$ cat src/rtl/fxp_pkg.sv
// Shared definitions for the fixed-point multiplier: saturation limits,
// overflow classification and the parameter-legality check.
package fxp_pkg;

    typedef enum logic [1:0] {
        SAT_NONE = 2'd0,
        SAT_POS  = 2'd1,
        SAT_NEG  = 2'd2
    } sat_kind_e;

    // Largest value representable in a q_w-bit two's-complement word.
    function automatic logic signed [63:0] sat_max(input int unsigned q_w);
        return (64'sd1 <<< (q_w - 32'd1)) - 64'sd1;
    endfunction

    // Most negative value representable in a q_w-bit two's-complement word.
    function automatic logic signed [63:0] sat_min(input int unsigned q_w);
        return -(64'sd1 <<< (q_w - 32'd1));
    endfunction

    // True when the output window lies inside the product and the pipeline depth is supported.
    function automatic bit params_legal(input int a_w, input int b_w, input int q_w,
                                        input int shift, input int mult_stages, input int cnt_w);
        return (a_w > 0) && (b_w > 0) && (q_w > 0) && (q_w <= a_w + b_w) &&
               (shift >= 0) && (shift <= a_w + b_w - q_w) &&
               (mult_stages >= 1) && (mult_stages <= 4) && (cnt_w >= 1);
    endfunction

endpackage

$ cat src/rtl/fxp_round_sat.sv
// Combinational round (FXP_MULT_ROUND_EN), window selection and saturation
// of a full signed product down to Q_W bits.
module fxp_round_sat
    import fxp_pkg::*;
#(
    parameter int P_W   = 32,
    parameter int Q_W   = 16,
    parameter int SHIFT = 16
) (
    input  logic signed [P_W-1:0] p,
    output logic signed [Q_W-1:0] q,
    output logic                  ovf
);

    // One guard bit above the product absorbs the rounding carry.
    localparam int R_W    = P_W + 1;
    localparam int HI_POS = SHIFT + Q_W - 1;
    localparam logic [Q_W-1:0] Q_MAX = Q_W'(sat_max(Q_W));
    localparam logic [Q_W-1:0] Q_MIN = Q_W'(sat_min(Q_W));
`ifdef FXP_MULT_ROUND_EN
    // Half an output LSB; shifting right after the left shift makes SHIFT=0 a no-op.
    localparam logic [R_W-1:0] RND_K = ({{(R_W-1){1'b0}}, 1'b1} << SHIFT) >> 1;
`endif

    logic signed [R_W-1:0] pr_s;
    logic signed [R_W-1:0] hi_s;
    logic        [Q_W-1:0] win_s;
    sat_kind_e             kind_s;

    // Rounded/extended product, window extraction and overflow classification.
    always_comb begin
        pr_s = {p[P_W-1], p};
`ifdef FXP_MULT_ROUND_EN
        pr_s = pr_s + $signed(RND_K);
`endif
        win_s = pr_s[HI_POS:SHIFT];
        // Window MSB plus everything above it must be a pure sign extension.
        hi_s  = pr_s >>> HI_POS;
        if ((hi_s == '0) || (hi_s == '1)) begin
            kind_s = SAT_NONE;
        end else if (pr_s[R_W-1]) begin
            kind_s = SAT_NEG;
        end else begin
            kind_s = SAT_POS;
        end
    end

    // Saturated result selection.
    always_comb begin
        q   = win_s;
        ovf = 1'b0;
        case (kind_s)
            SAT_NONE: begin
                q   = win_s;
                ovf = 1'b0;
            end
            SAT_POS: begin
                q   = Q_MAX;
                ovf = 1'b1;
            end
            SAT_NEG: begin
                q   = Q_MIN;
                ovf = 1'b1;
            end
            default: begin
                q   = win_s;
                ovf = 1'b0;
            end
        endcase
    end

endmodule

$ cat src/rtl/fxp_mult_pipe.sv
// Pipelined signed fixed-point multiplier with valid/ready flow control,
// saturation and an overflow-event counter. Rounding enabled by FXP_MULT_ROUND_EN.
module fxp_mult_pipe
    import fxp_pkg::*;
#(
    parameter int A_W         = 16,
    parameter int B_W         = 16,
    parameter int Q_W         = 16,
    parameter int SHIFT       = 16,
    parameter int MULT_STAGES = 2,
    parameter int CNT_W       = 16
) (
    input  logic                    clk,
    input  logic                    reset,
    input  logic                    in_valid,
    output logic                    in_ready,
    input  logic signed [A_W-1:0]   a,
    input  logic signed [B_W-1:0]   b,
    output logic                    out_valid,
    input  logic                    out_ready,
    output logic signed [Q_W-1:0]   q,
    output logic                    q_ovf,
    input  logic                    ovf_clr,
    output logic        [CNT_W-1:0] ovf_cnt
);

    localparam int P_W  = A_W + B_W;
    localparam int LAST = MULT_STAGES - 1;
    localparam bit PARAMS_OK = params_legal(A_W, B_W, Q_W, SHIFT, MULT_STAGES, CNT_W);
    localparam logic [CNT_W-1:0] CNT_ONE = CNT_W'(1'b1);

    if (!PARAMS_OK) begin : g_param_err
        $error("fxp_mult_pipe: SHIFT/Q_W/MULT_STAGES out of legal range");
    end

    logic                  stall_s;
    logic signed [A_W-1:0] a_r;
    logic signed [B_W-1:0] b_r;
    logic                  v_in_r;
    logic signed [P_W-1:0] prod_s;
    logic signed [P_W-1:0] prod_r [MULT_STAGES];
    logic                  pv_r   [MULT_STAGES];
    logic signed [Q_W-1:0] rs_q_s;
    logic                  rs_ovf_s;
    logic                  out_valid_r;
    logic signed [Q_W-1:0] q_r;
    logic                  q_ovf_r;
    logic [CNT_W-1:0]      ovf_cnt_r;

    // The whole pipe freezes while a result waits at the output.
    assign stall_s  = out_valid_r & ~out_ready;
    assign in_ready = ~stall_s;

    // Input register: captures operands only on an accepted transfer.
    always_ff @(posedge clk) begin
        if (reset) begin
            v_in_r <= 1'b0;
            a_r    <= '0;
            b_r    <= '0;
        end else if (!stall_s) begin
            v_in_r <= in_valid;
            if (in_valid) begin
                a_r <= a;
                b_r <= b;
            end
        end
    end

    // Exact product; left inferred so synthesis can retime it through the product registers.
    assign prod_s = $signed({{B_W{a_r[A_W-1]}}, a_r}) * $signed({{A_W{b_r[B_W-1]}}, b_r});

    // Product pipeline with a valid bit per stage.
    always_ff @(posedge clk) begin
        if (reset) begin
            for (int i = 0; i < MULT_STAGES; i++) begin
                pv_r[i]   <= 1'b0;
                prod_r[i] <= '0;
            end
        end else if (!stall_s) begin
            pv_r[0]   <= v_in_r;
            prod_r[0] <= prod_s;
            for (int i = 1; i < MULT_STAGES; i++) begin
                pv_r[i]   <= pv_r[i-1];
                prod_r[i] <= prod_r[i-1];
            end
        end
    end

    fxp_round_sat #(
        .P_W   (P_W),
        .Q_W   (Q_W),
        .SHIFT (SHIFT)
    ) u_round_sat (
        .p   (prod_r[LAST]),
        .q   (rs_q_s),
        .ovf (rs_ovf_s)
    );

    // Output register; result and flag hold across bubbles and stalls.
    always_ff @(posedge clk) begin
        if (reset) begin
            out_valid_r <= 1'b0;
            q_r         <= '0;
            q_ovf_r     <= 1'b0;
        end else if (!stall_s) begin
            out_valid_r <= pv_r[LAST];
            if (pv_r[LAST]) begin
                q_r     <= rs_q_s;
                q_ovf_r <= rs_ovf_s;
            end
        end
    end

    // Saturating count of delivered overflow results; clear wins over increment.
    always_ff @(posedge clk) begin
        if (reset) begin
            ovf_cnt_r <= '0;
        end else if (ovf_clr) begin
            ovf_cnt_r <= '0;
        end else if (out_valid_r && out_ready && q_ovf_r && (ovf_cnt_r != '1)) begin
            ovf_cnt_r <= ovf_cnt_r + CNT_ONE;
        end
    end

    assign out_valid = out_valid_r;
    assign q         = q_r;
    assign q_ovf     = q_ovf_r;
    assign ovf_cnt   = ovf_cnt_r;

endmodule
$ cat config.mk
export PLATFORM = sky130hd
export DESIGN_NAME = fxp_mult_pipe
export DESIGN_NICKNAME = d
export VERILOG_FILES = /design/src/rtl/fxp_pkg.sv /design/src/rtl/fxp_round_sat.sv /design/src/rtl/fxp_mult_pipe.sv
export SDC_FILE = /design/constraint.sdc
export NUM_CORES = 1
export LEC_CHECK = 0
export ABC_CLOCK_PERIOD_IN_PS = 9100
export CAP_MARGIN = 20
export CORE_MARGIN = 3
export CORE_UTILIZATION = 55
export CTS_BUF_LIST = sky130_fd_sc_hd__clkbuf_16
export CTS_CLUSTER_DIAMETER = 30
export DETAILED_ROUTE_END_ITERATION = 10
export PLACE_DENSITY = 0.72
export SETUP_SLACK_MARGIN = 0.2
export SYNTH_ARGS = -nofsm -noshare
export SYNTH_HDL_FRONTEND = slang
export SYNTH_SLANG_ARGS = --single-unit
$ cat constraint.sdc
create_clock -name clk -period 9.1 [get_ports clk]
set_input_delay 1.365 -clock clk [delete_from_list [all_inputs] [get_ports clk]]
set_output_delay 1.365 -clock clk [all_outputs]
set_load 0.05 [all_outputs]
# [Word level (Yosys, flattened, before mapping)]
# Memories as Yosys holds them, arrays and structs flattened.
# Cells that the tools add are included.
[totals] ram_bits=66 out_inout_bits=35 word_cells=44 mem_count=2 reg_bits=67 inputBits=37
[mem_list] name="prod_r" words=2 word_bits=32 read_ports=2 rd_clocked_by_memory_dff=0 write_ports=2 line="fxp_mult_pipe.sv:41" source="logic signed [P_W-1:0] prod_r [MULT_STAGES];"
[mem_list] name="pv_r" words=2 word_bits=1 read_ports=2 rd_clocked_by_memory_dff=0 write_ports=2 line="fxp_mult_pipe.sv:42" source="logic pv_r [MULT_STAGES];"
[op_classes] multipliers=1 n_addsub=1 muxes=13 n_eq_ne=4 reduce_logical=9 bitwise_logic=7
[ops] operator="32-bit 2-to-1 mux" count=2
[ops] operator="33-bit == test, second input constant" count=1
[ops] operator="33-bit zero test" count=1
[ops] operator="16-bit by 16-bit multiplier with 32-bit output" count=1
[ops] operator="16-bit case mux with 2 select lines" count=1
[ops] operator="16-bit by 1-bit adder with 16-bit output, second input constant" count=1
[ops] operator="16-bit inequality test, second input constant" count=1
[ops] operator="1-bit 2-to-1 mux" count=8
[ops] operator="2-bit 2-to-1 mux" count=2
[ops] operator="1-bit bitwise OR" count=4
[ops] operator="2-bit AND reduction" count=2
[ops] operator="2-bit OR reduction" count=2
[ops] operator="1-bit logical AND" count=3
[ops] operator="2-bit by 1-bit == test with 1-bit output, second input constant" count=1
[ops] operator="2-bit == test, second input constant" count=1
[ops] operator="1-bit NOT" count=2
[ops] operator="1-bit bitwise AND" count=1
[ops] operator="1-bit logical OR" count=1

# [Depth between registers and ports, before layout]
[logic_depth] depth_word=6 mapped_depth=24 depth_no_buf=22

# [Modules after synthesis]
# A second synthesis with hierarchy kept.
[hier_totals] cells_unflattened=1571 area_unflattened_um2=14885.5
[by_module_without_submodules] mod="fxp_mult_pipe" seq_area_each_um2=3323.2 area_per_inst_um2=14754.2 instances=1 cells_per_inst=1553
[by_module_without_submodules] mod="fxp_round_sat" seq_area_each_um2=0.0 area_per_inst_um2=131.4 instances=1 cells_per_inst=18

# [Worst setup path after synthesis]
# OpenSTA, ideal clock, no wires.
[synth_timing] path_type="reg-to-reg" start="register a_r[15]" end="memory prod_r[0][30], data pin" t_required_ps=8950 n_path_buf=2 path_stages_with_launch=22 synth_period_minus_slack_ps=5958 arrival_ps=5808 setup_ps=150 path_slack_ps=3142 cell_sequence="dfxtp_1 clkbuf_1 nand2_1 inv_1 fa_1 fa_1 fa_1 fa_1 fa_1 inv_1 fa_1 inv_1 ha_1 buf_2 a41oi_1 o21ai_1 a21o_1 a21o_1 a21oi_2 nand4b_1 mux2_1 o211ai_2"
[synth_lines] element="start: declaration" line="fxp_mult_pipe.sv:37" source="logic signed [A_W-1:0] a_r;"
[synth_lines] element="start signal: assignment" line="fxp_mult_pipe.sv:58" source="a_r <= '0;"
[synth_lines] element="start signal: assignment" line="fxp_mult_pipe.sv:63" source="a_r <= a;"
[synth_lines] element="end: declaration" line="fxp_mult_pipe.sv:41"

==> qor.txt <==
Status - finished clean
Simple-Gate Fraction of Synth Area - 16.2%
Register bit total from synthesis - 84
GRT overflow - 0
Power per cell area - 103 nW/um2
Min Tclk post-route - 6.73 ns
Synth Area in Compound Gates - 4.91%
Via Count - 8635
Layout net count - 1723
Row count - 54
Clock buffer depth - 2
Maxcap violations - 0
Hold Slack - 0.455 ns
Hold Violations, Final - 0
Sum Neg Setup Slack - 0 ns
Most frequent cell after synthesis - inv_1
CORE AREA - 22100 um2
Worst clock skew - 0.0125 ns
Hold Path Sink - v_in_r$_SDFFE_PP0N_
Vias in the first global route - 9564
Routed Antenna Nets - 0
Synth cell types - 45
Post-synth top area share - 41.8%
Min-delay src - v_in_r$_SDFFE_PP0N_
Maximum fanout along the worst path - 17
RSZ-0062 raised after global routing - no
Die width - 157 um
Peak supply drop - 0.140 mV
Setup slack, reg-to-reg - 2.37 ns
Synth Warn # - 0
Seq/Total Area, Yosys - 16.2%
Hold Path Class - reg -> reg
WP data arrival - 6.93 ns
TritonRoute pass-1 iters - 4
Tightest Pin Transition - 1.02 ns
Initial Utilization - 56.6%
Crit Reg-Reg Endpoint - prod_r[0][30]$_SDFFCE_PN0P_
CTS resizes - 0
R2R cell count - 19
Hold buffer count at CTS - 0
Final worst-path cycle share - 73.9%
Adder-cell share of the synthesized area - 49.7%
Synth Area in XOR/XNOR - 1.61%
Die ar. - 24600 um2
Hold Crit Depth - 2
CP Class - reg -> reg
Routed wire per std cell - 17.0 um
Worst R2R Start - b_r[1]$_SDFFE_PP0P_
Commonest cells in the netlist - inv_1, fa_1, nand2_1, and2_1, ha_1
Worst-path clk slew - 0.07 ns
Ant. Diodes - 0
Detail Placement HPWL - 21700 um
DR iter-0 viols - 517
Clock root cell - clkbuf_16
Slew HR - 32.2%
Top cells by area, synth - fa_1, inv_1, edfxtp_1
Routed Wire Length - 27800 um
Largest family of logic cells by synthesized area - adder cells
Clock sinks - 84
Largest net degree at the start of global routing - 54
# setup viols final - 0
Clk_lat worst skew - 0.35 ns
Req. time, crit path - 9.30 ns
Worst setup EP type - register
Die Ht - 157 um
Leak Pwr - 6.65 nW
Total CTS buffers - 9
Sequential Area - 2020 um2
I/O pin count - 72
Layout area overhead - 7.63%
Setup crit start kind - register
FILL cells - 1925
Residual DRC - 0
Post-DR vias/cell - 5.29
GRT Util Overall - 24.7%
Gpl congestion - 0.926
Yosys top cell by area - fa_1
Multi-input combinational cell area - 9130 um2
Layout cells sized above 1 - 2.37%
Max-slew violation count - 0
Setup repair bufs after CTS - 0
Synth Area per Inst - 9.38 um2
CTS tree - built
I/O Buffers - 53
Mapped Cells - 1334
Number of flops mapped to enable cells by yosys - 34
Post-Synthesis Cell Area - 12500 um2
Global-route wire length before repair - 47700 um
Fmax - 149 MHz
Htree depth - 3
Top_reg_cell synth - dfxtp_1
Initial antenna violation count - 0
Asr flop ratio synth - 0%
Post-synthesis mux area share - 0.0900%
[worst max-delay path by stage]
stage	startpoint	to	slack, ns	depth (start not counted)
2_1_floorplan	a_r[15]$_SDFFE_PP0P_	prod_r[0][30]$_SDFFCE_PN0P_	3.14	21
3_3_place_gp	b_r[1]$_SDFFE_PP0P_	prod_r[0][30]$_SDFFCE_PN0P_	2.47	19
3_5_place_dp	b_r[1]$_SDFFE_PP0P_	prod_r[0][30]$_SDFFCE_PN0P_	2.37	19
4_1_cts	b_r[1]$_SDFFE_PP0P_	prod_r[0][30]$_SDFFCE_PN0P_	2.37	19
5_1_grt	a_r[7]$_SDFFE_PP0P_	prod_r[0][25]$_SDFFCE_PN0P_	2.01	21
6_report	b_r[1]$_SDFFE_PP0P_	prod_r[0][30]$_SDFFCE_PN0P_	2.37	19
[cells by family after synthesis]
family,count (synthesis)
and+or+nand+nor,424
muxes,1
xor gates and xnor gates,23
adders and majority gates,340
DFF,84
buffers and inverters,360
AOI/OAI and AO/OA,101
other,1
[cells in the final DEF (no fill, tap or decap), types with 4 or more instances in the layout]
cell	instances
a21o_1	6
a21oi_1	61
and2_1	142
buf_4	5
clkbuf_16	9
clkdlybuf4s50_1	52
conb_1	17
dfxtp_1	50
edfxtp_1	34
fa_1	261
ha_1	79
inv_1	287
nand2_1	220
nand2b_1	6
nand4_1	6
nor2_1	32
nor3_1	5
o21ai_0	9
o21bai_1	4
xnor2_1	20
[routing by layer]
layer  up-vias  wire length, um  GRT usage, %
met5         -                0             0
met4         0              755          7.79
met3        58             1190          3.15
met2       217            14400          43.1
met1      4433            11500          32.1
li1       3927                -             -
[area by class of cell]
cell class,count,area share (%)
sequential,84,15.0
multi-input combinational,906,67.8
clock inverter,7,0.706
clock buffer,9,1.67
timing repair buffer,58,4.18
tap,280,2.60
inverter,287,8.00
[worst max-delay path, stage by stage (launching register included)]
cell,delay (ns)
dfxtp_1,0.90
nand2_1,0.21
inv_1,0.17
fa_1,0.56
fa_1,0.87
fa_1,0.52
fa_1,0.50
fa_1,0.51
inv_1,0.06
fa_1,0.48
inv_1,0.05
ha_1,0.38
a41oi_1,0.19
o21ai_1,0.11
a21o_1,0.18
a21o_1,0.19
a21oi_2,0.21
nand4b_1,0.11
mux2_1,0.30
o211ai_2,0.07
[state kept, by name (all words and copies together) (netlist names)]
| name | count |
|---|---|
| prod_r | 32 |
| a_r | 16 |
| b_r | 16 |
| q | 16 |
| pv_r | 2 |
| out_valid | 1 |
| v_in_r | 1 |
[per-stage QoR]
step | utilization, % | instances | area [um2] | power (mW) | worst slack, ns
CTS | 60.9 | 1630 | 13500 | 1.40 | 2.37
floorplan | - | 1350 | 12600 | 0.858 | 3.14
global route | 60.9 | 1631 | 13500 | 1.49 | 2.01
finish | 60.9 | 1631 | 13500 | 1.39 | 2.37
global placement | 59.5 | 1614 | 13100 | 0.993 | 2.47
detailed placement | 59.5 | 1614 | 13100 | 1.00 | 2.37
[power breakdown]
group,switching (mW),internal [mW]
Clock,0.171,0.221
Combinational,0.291,0.207
Sequential,0.0547,0.442
Power figures use the tool's default switching activity.
==> patch (same flow settings) <==
Make the reset (`reset`) asynchronous in 4 clocked blocks.
--- a/src/rtl/fxp_mult_pipe.sv
+++ b/src/rtl/fxp_mult_pipe.sv
@@ -52,7 +52,7 @@
     assign in_ready = ~stall_s;
 
     // Input register: captures operands only on an accepted transfer.
-    always_ff @(posedge clk) begin
+    always_ff @(posedge clk or posedge reset) begin
         if (reset) begin
             v_in_r <= 1'b0;
             a_r    <= '0;
@@ -70,7 +70,7 @@
     assign prod_s = $signed({{B_W{a_r[A_W-1]}}, a_r}) * $signed({{A_W{b_r[B_W-1]}}, b_r});
 
     // Product pipeline with a valid bit per stage.
-    always_ff @(posedge clk) begin
+    always_ff @(posedge clk or posedge reset) begin
         if (reset) begin
             for (int i = 0; i < MULT_STAGES; i++) begin
                 pv_r[i]   <= 1'b0;
@@ -97,7 +97,7 @@
     );
 
     // Output register; result and flag hold across bubbles and stalls.
-    always_ff @(posedge clk) begin
+    always_ff @(posedge clk or posedge reset) begin
         if (reset) begin
             out_valid_r <= 1'b0;
             q_r         <= '0;
@@ -112,7 +112,7 @@
     end
 
     // Saturating count of delivered overflow results; clear wins over increment.
-    always_ff @(posedge clk) begin
+    always_ff @(posedge clk or posedge reset) begin
         if (reset) begin
             ovf_cnt_r <= '0;
         end else if (ovf_clr) begin
Check against the original RTL: not equivalent (a bounded check fails within 10 cycles, from zero or initial values and one cycle with reset high; the reset may be asserted at any time).
==> patch against the original RTL <==
  * Clock skew grew 0.0024 ns
  * Sequential cell count rose by 16
  * Worst setup slack improved by 0.28 ns
  * Count of clock-buffer cells in the layout is the same
  * Critical path depth fell by 3
  * Area after synthesis grew 5.2%
  * Wire length is 2.0% higher
  * Final area rose by 7.1%
Power is left out: the tool's default activity adds up to more than one toggle a clock period on the data nets, which glitch-free logic cannot reach.
==> patch: results (changes against the original RTL) <==
- Status: finished, final reports clean
- Filler Cells Inserted: 1,932 (+0.36%)
- Post-DP Area: 14,100 um2 (+7.4%)
- Non-clock buffers: 76 (+31%)
- Hold_sp: prod_r[50]$_DFFE_PP0N_
- Number of port buffers: 70 (+32%)
- Area occupied by multi-input gates: 9380 um2 (+2.7%)
- Post-CTS Resized: 0 (unchanged)
- Clock root buffer master: clkbuf_16
- FFs w/ async S/R, synth: 100% (+100 points)
- FF/Latch Area: 2500 um2 (+24%)
- Ys Warns: 0 (unchanged)
- Top post-synthesis cells by area: fa_1 40%, dfrtp_1 19%, inv_1 8.2%
- Drt wl/cell: 17.1 um (+0.20%)
- Worst Hold Depth: 2 (unchanged)
- R2R depth: 16 (-3)
- Invs w/o clock: 288 (+0.35%)
- Hold Path Sink: prod_r[18]$_DFFE_PP0N_
- Register area share after synthesis: 19.0% (+2.9 points)
- Setup Skew: 0.0149 ns (+0.00238 ns)
- Layout cells sized above 1: 6.23% (+3.9 points)
- First-pass GRT wire length: 49,300 um (+3.2%)
- Layout clock area frac: 2.16% (-0.22 points)
- Seq_cells: 100 (+19%)
- Iter 0 DRT Violations: 445 (-14%)
- Initial antenna violation count: 0 (unchanged)
- Vias in the first global route: 9,908 (+3.6%)
- CTS Buffer Depth: 2 (unchanged)
- Setup bufs post-CTS: 0 (unchanged)
- TritonCTS Buffers: 9 (unchanged)
- Core Footprint: 23,100 um2 (+4.3%)
- Crit path to: prod_r[63]$_DFFE_PP0N_
- Post-synth top cells: 287 x inv_1, 261 x fa_1, 190 x nand2_1
- Nets: 1,720 (-0.17%)
- Main synth FF type: dfrtp_1
- Distinct cell type count after synthesis: 56 (+24%)
- Multi-input gates: 868 (-4.2%)
- Hold WC Path Type: reg2reg
- Crit-path max FO: 17 (unchanged)
- Signal buf overhead: 5.17% (+0.99 points)
- Final Wtd Congestion: 0.899 (-3.0%)
- First-pass DRT Iterations: 5 (+1)
- Largest register FFs: 32 (unchanged)
- Ant. Diodes: 0 (unchanged)
- Crit path from: b_r[1]$_DFFE_PP0P_
- DR vias: 8,815 (+2.1%)
- Biggest register: prod_r
- Pin count of the biggest net entering global routing: 63 (+17%)
- H-tree depth: 3 (unchanged)
- R2R Setup Slk: 2.65 ns (+0.28 ns)
- Worst-margin pin slew: 0.789 ns (-0.228 ns)
- CP arrival: 6.72 ns (-0.21 ns)
- Tot GR Track Use: 23.9% (-0.73 points)
- Detailed placement HPWL: 22,800 um (+4.8%)
- Clock latency on the worst-skew pair: 0.35 ns (about the same)
- Clock-pin slew on the worst setup and hold paths: 0.09 ns (+0.02 ns)
## patch: changes by cell type in the layout (fill, tap and decap cells not counted), sizes merged, moves of 6 or more
cell / unedited run / this run
dfrtp: 0 / 100
dfxtp: 50 / 0
mux2: 1 / 48
a21oi: 63 / 22
edfxtp: 34 / 0
nand2: 220 / 190
and2: 142 / 118
clkdlybuf4s50: 52 / 70
conb: 17 / 1
nor2b: 4 / 19
nor2: 32 / 24
xnor2: 20 / 14
## patch: cells by family after synthesis
logic type,count (synthesis),share of synthesized area (%)
simple gates,388,14.6
mux,49,4.18
compound gates,69,3.87
flops,100,19.0
other cells,1,0.0285
fa+ha+maj,340,47.2
buf+inv,338,9.70
xor+xnor,21,1.40
## patch: worst max-delay path, stage by stage, from the launching register on
cell      delay, ns
dfrtp_1        0.73
nand2_1        0.20
inv_1          0.18
fa_1           0.58
fa_1           0.84
fa_1           0.51
fa_1           0.56
fa_1           0.43
fa_1           0.45
ha_1           0.39
a21o_1         0.23
a21o_1         0.20
a211o_1        0.34
a31o_1         0.26
a211oi_2       0.23
nor2_1         0.08
a211oi_2       0.18
## patch: metal layers
layer | vias to the layer above | track usage, % | routed length (um)
li1 | 3963 | - | -
met2 | 203 | 43.2 | 15000
met1 | 4587 | 30.6 | 11600
met3 | 62 | 2.27 | 903
met5 | - | 0 | 0
met4 | 0 | 7.30 | 812
## patch: stage by stage
stage	utilization [%]	std cells	hold slack (ns)	worst slack, ns
floorplan	-	1306	0.435	3.13
global placement	61.2	1645	0.449	2.83
detailed placement	61.2	1645	0.456	2.64
CTS	62.5	1661	0.471	2.64
global route	62.5	1661	0.497	2.28
finish	62.5	1661	0.468	2.65
